### src/rtl/rf_wb_scheduler_pkg.sv
// Shared constants for the regfile writeback scheduler.
// Requester indices fix each execute unit's position in the round-robin order.
package rf_pkg;
  localparam int AW    = 5;
  localparam int DW    = 32;
  localparam int NREGS = 2 ** AW;
  localparam int NREQ  = 3;

  localparam int REQ_ALU = 0;
  localparam int REQ_LSU = 1;
  localparam int REQ_MDU = 2;
endpackage

### src/rtl/rf_wb_scheduler_rr_arbiter.sv
// N-way round-robin arbiter: the scan starts just after the last winner.
// The pointer moves only when a grant is issued.
module rr_arbiter
  import rf_pkg::*;
#(
  parameter int N  = rf_pkg::NREQ,
  parameter int PW = (N > 1) ? $clog2(N) : 1
) (
  input  logic          clk,
  input  logic          rst,
  input  logic [N-1:0]  req,
  output logic [N-1:0]  grant,
  output logic          any_grant,
  output logic [PW-1:0] grant_idx
);

  logic [PW-1:0] ptr;

  always_comb begin
    grant     = '0;
    any_grant = 1'b0;
    grant_idx = '0;
    for (int k = 1; k <= N; k++) begin
      int idx;
      idx = (int'(ptr) + k) % N;
      if (!any_grant && req[idx]) begin
        any_grant  = 1'b1;
        grant[idx] = 1'b1;
        grant_idx  = PW'(idx);
      end
    end
  end

  // Reset to the last index so requester 0 is first in line.
  always_ff @(posedge clk or posedge rst) begin
    if (rst) begin
      ptr <= PW'(N - 1);
    end else if (any_grant) begin
      ptr <= grant_idx;
    end
  end

endmodule

### src/rtl/rf_wb_scheduler.sv
// Regfile write-port scheduler: round-robin writeback plus a per-register
// busy scoreboard that decode uses for RAW/WAW stalls.
module rf_wb_scheduler
  import rf_pkg::*;
#(
  parameter int NREQ = rf_pkg::NREQ,
  parameter int DW   = rf_pkg::DW,
  parameter int AW   = rf_pkg::AW
) (
  input  logic                clk,
  input  logic                rst,
  input  logic [NREQ-1:0]     req_valid,
  input  logic [NREQ*AW-1:0]  req_addr,
  input  logic [NREQ*DW-1:0]  req_data,
  output logic [NREQ-1:0]     req_ready,
  output logic                rf_we,
  output logic [AW-1:0]       rf_waddr,
  output logic [DW-1:0]       rf_wdata,
  input  logic                rsv_valid,
  input  logic [AW-1:0]       rsv_addr,
  output logic                rsv_ok,
  input  logic [AW-1:0]       chk_addr1,
  input  logic [AW-1:0]       chk_addr2,
  output logic                chk_busy1,
  output logic                chk_busy2,
  output logic [2**AW-1:0]    busy_vec
);

  localparam int NR = 2 ** AW;
  localparam int PW = (NREQ > 1) ? $clog2(NREQ) : 1;

  logic          any_grant;
  logic [PW-1:0] grant_idx;
  logic [AW-1:0] sel_addr;
  logic [DW-1:0] sel_data;
  logic [NR-1:0] busy_nxt;

  rr_arbiter #(.N(NREQ), .PW(PW)) u_arb (
    .clk       (clk),
    .rst       (rst),
    .req       (req_valid),
    .grant     (req_ready),
    .any_grant (any_grant),
    .grant_idx (grant_idx)
  );

  always_comb begin
    sel_addr = req_addr[int'(grant_idx)*AW +: AW];
    sel_data = req_data[int'(grant_idx)*DW +: DW];
  end

  // r0 is hardwired; a granted write to it is consumed without a commit.
  always_ff @(posedge clk or posedge rst) begin
    if (rst) begin
      rf_we    <= 1'b0;
      rf_waddr <= '0;
      rf_wdata <= '0;
    end else begin
      rf_we <= any_grant && (sel_addr != '0);
      if (any_grant) begin
        rf_waddr <= sel_addr;
        rf_wdata <= sel_data;
      end
    end
  end

  assign rsv_ok    = rsv_valid & ~busy_vec[rsv_addr];
  assign chk_busy1 = busy_vec[chk_addr1];
  assign chk_busy2 = busy_vec[chk_addr2];

  // A clear and a reserve of the same register cannot coincide: the
  // register is still busy, so rsv_ok is already low in that cycle.
  always_comb begin
    busy_nxt = busy_vec;
    if (rf_we) busy_nxt[rf_waddr] = 1'b0;
    if (rsv_ok) busy_nxt[rsv_addr] = 1'b1;
    busy_nxt[0] = 1'b0;
  end

  always_ff @(posedge clk or posedge rst) begin
    if (rst) begin
      busy_vec <= '0;
    end else begin
      busy_vec <= busy_nxt;
    end
  end

endmodule

### config.mk
export PLATFORM = sky130hd
export DESIGN_NAME = rf_wb_scheduler
export DESIGN_NICKNAME = d
export VERILOG_FILES = /design/src/rtl/rf_wb_scheduler_pkg.sv /design/src/rtl/rf_wb_scheduler_rr_arbiter.sv /design/src/rtl/rf_wb_scheduler.sv
export SDC_FILE = /design/constraint.sdc
export NUM_CORES = 1
export LEC_CHECK = 0
export BUFFER_PORTS_ARGS = -buffer_cell sky130_fd_sc_hd__buf_2
export CAP_MARGIN = 25
export CORE_AREA = 2 2 133 96
export DETAILED_ROUTE_END_ITERATION = 16
export DIE_AREA = 0 0 135 98
export GPL_TIMING_DRIVEN = 0
export PLACE_DENSITY = 0.73
export REMOVE_ABC_BUFFERS = 1
export SLEW_MARGIN = 20
export SYNTH_ARGS = -nofsm -noshare
export SYNTH_HDL_FRONTEND = slang
export SYNTH_SLANG_ARGS = --single-unit
### constraint.sdc
create_clock -name clk -period 3.3 [get_ports clk]
set_input_delay 0.33 -clock clk [delete_from_list [all_inputs] [get_ports clk]]
set_output_delay 0.33 -clock clk [all_outputs]
set_load 0.02 [all_outputs]
==> metrics.md <==
| Metric | Value |
|---|---|
| Setup crit start kind | flip-flop |
| Clk sinks | 71 |
| Net count, final | 808 |
| Critical path class | reg2reg |
| Worst hold margin | approximately 0.24 ns |
| Post-Route WL | 16270 um |
| Final hold viol count | 0 |
| Max stage delay on crit path | between 0.5 and 0.6 ns |
| Initial Utilization | roughly 40% |
| CTS max path bufs | 2 |
| Cell taking the most area after synthesis | dfrtp_1 |
| Skew-Pair Late Insertion Delay | ~0.33 ns |
| IO Pins | 208 |
| Most frequent cells in the layout | buf_2, o21ai_0, dfrtp_1 |
| Dominant cells by area after synthesis | dfrtp_1, mux4_2, o21ai_0, o31ai_1, mux2i_1 |
| Worst Skew | 0.009882 ns |
| Total setup buffers inserted after CTS | 0 |
| Multi-input logic area | about 0.0028 sq mm |
| Lkg Pwr | 2.809 nW |
| DRT Pass-1 Iters | 5 |
| Grt total ovfl | 0 |
| Final min period | 3.103 ns |
| Die Area | 0.01323 sq mm |
| Min-delay src | req_data[68] |
| Critical path fanouts, max | 32 |
| Htree depth | 3 |
| FF-to-FF setup slack | 0.20 ns |
| Maximum clock frequency | 322.2 MHz |
| CP required | 3.51 ns |
| Final Cycle Share | between 90% and 100% |
| # rows | 34 |
| Synthesized instance count | 491 |
| Max-cap viol count | 0 |
| Root Driver | clkbuf_16 |
| RSZ-0062 raised after global routing | no |
| Register bit total from synthesis | a little over 70 |
| Port Buffers | 206 |
| Worst vdd ir | 406.8 uV |
| CP delay by family, top | buffers and inverters |
| Least-Margin Pin Slew | 0.9532 ns |
| Top cell type's share of synthesized area | roughly 36% |
| Asr flop ratio synth | 100.0% |
| Worst R2R Path Depth | 9 |
| # fillers | about 1100 |
| Fin Setup TNS | 0 ns |
| Hold depth | 3 |
| Endpoints failing setup | 0 |
| Post-synthesis sequential area ratio | 36.92% |
| Vias in the first global route | 5004 |
| Largest net degree at the start of global routing | 53 |
| CTS Buf Count | 9 |
| Ys flop type | dfrtp_1 |
| Synth-to-Final Area Change | 30.48% |
| Hold Path End | rf_wdata[4] |
| Worst hold path class | in2reg |
| Reg2reg start | u_arb.ptr[1] |
| First-pass GRT wire length | 24920 um |
| Area of the core | around 0.012 sq mm |
| Worst-path clk slew | roughly 0.060 ns |
| Antenna cell count | 0 |
| Gpl congestion | ~0.93 |
| Slowest CP cell | dfstp_2 |
| Critical path arrival | 3.31 ns |
| Top Usage Layer GRT | met2 |
| Most common library cell in the layout ignoring fill and taps | buf_2 |
| Die X | about 140 um |
| Power Density | 1138 mW/mm^2 |
| Hpwl dp | 11840 um |
| Cells along the critical path | ha_1, inv_1, mux2i_1, o21ai_2, buf_6, nor2_4, buf_12, a311oi_1, a211o_1 |
| FF/Latch Area | 0.001778 sq mm |
| Mean area per synthesized cell | approximately 10 sq um |
| Share of layout cells above drive strength 1 | 42.54% |
| YS warnings | 0 |
| Via Count | 5027 |
| Via-to-Cell Ratio | 5.992 |
| WP buf/inv | 3 |
| Status | finished, final reports clean |
| Post-synth cell types | 55 |
| GR Util met3 | 5.140% |
| Fin. max-slew vios | 0 |
| Post-synth EDFFs | 0 |
| Drt wl/cell | just under 20 um |
| Relative slew slack | 36.38% |
| Met1 Use GR | 30.53% |
| Antenna-violating nets left | 0 |
| Critical path endpoint category | flip-flop |
| DRT iter0 DRCs | 391 |
| Mapped Area | 0.004816 sq mm |
| TritonCTS clock tree | done |
| Initial antenna violation count | 0 |
| R2R Path End | rf_we |
| Die Height | 98 um |
| Met2 GRT Util | 39.40% |
| Total global-route track usage | 23.69% |
| DRC Markers | 0 |
-- sequential cells by signal (all words and copies together) (netlist names) --
name,flops
u_arb.ptr,2
rf_we,1
busy_vec,31
rf_waddr,5
rf_wdata,32
-- repair_timing --
item | in CTS | in global routing
gates resized for setup | 0 | 4
endpoints found under the hold margin | 18 | 0
hold buffers | 1 | 0
endpoints found under the setup margin | 0 | 1
-- per-layer routing --
| metal | share of wire [%] | vias up | wire [um] |
|---|---|---|---|
| met1 | 42 | 2415 | 6853 |
| met3 | 8.0 | 39 | 1299 |
| met2 | 48 | 322 | 7776 |
| met4 | 2.1 | 0 | 337 |
| met5 | 0 | - | 0 |
| li1 | - | 2251 | - |
-- worst min-delay path, cell delays in order --
cell and delay (ns):
buf_2 0.08, a22oi_1 0.06, o21ai_0 0.07
-- report_power, final --
group	switching, mW	total (mW)	internal, mW
logic	2.68	4.43	1.75
clock network	0.366	0.894	0.528
registers	0.488	1.83	1.34
-- cell type report --
class	count	area share, %
Clock buffer	11	3.863
Clock inverter	5	0.5376
Inverter	7	0.4580
Multi-Input combinational cell	369	45.20
Sequential cell	71	28.30
Tap cell	162	3.226
Timing Repair Buffer	214	18.42
-- cells in the mapped netlist (all sizes together) (5+ instances only) --
cell and count:
nor2 14, o21ai 94, o22ai 19, mux2 11, mux2i 19, o31ai 31
mux4 25, nand3b 6, nand2 37, inv 7, a22oi 17, buf 24
nand3 24, dfrtp 70, a21oi 7, nand2b 5, nor2b 6, and3 18
clkbuf 21
-- cells by family after synthesis --
family,after synthesis,share of synthesized area [%]
buf+inv,52,5.274
simple gates,124,13.48
flops,71,36.92
compound gates,184,24.60
fa+ha+maj,4,1.039
other cells,1,0.07787
mux,55,18.60
-- metrics by stage --
| stage | power (mW) | worst slack (ns) | cell area, sq um | util (%) | cells |
|---|---|---|---|---|---|
| floorplan | 4.543 | -0.2795 | 4588 | - | 446 |
| global placement | 5.790 | -2.197 | 5822 | 48.19 | 814 |
| detailed placement | 6.141 | 0.1446 | 5969 | 49.41 | 821 |
| CTS | 7.057 | 0.1096 | 6256 | 51.78 | 838 |
| global route | 7.610 | 0.03196 | 6284 | 52.01 | 839 |
| finish | 7.151 | 0.1965 | 6284 | 52.01 | 839 |
-- worst max-delay path by stage --
stage / startpoint / to / slack, ns / cells past startpoint
after global placement: u_arb.ptr[1] / rf_we / -2.20 / 7
after CTS: u_arb.ptr[1] / rf_we / 0.11 / 8
after detailed placement: u_arb.ptr[1] / rf_we / 0.14 / 8
after global routing: u_arb.ptr[0] / rf_we / 0.03 / 10
after floorplan: u_arb.ptr[1] / rf_we / -0.28 / 8
final: u_arb.ptr[1] / rf_we / 0.20 / 9
Note: power is estimated with default switching activity, not from simulation.
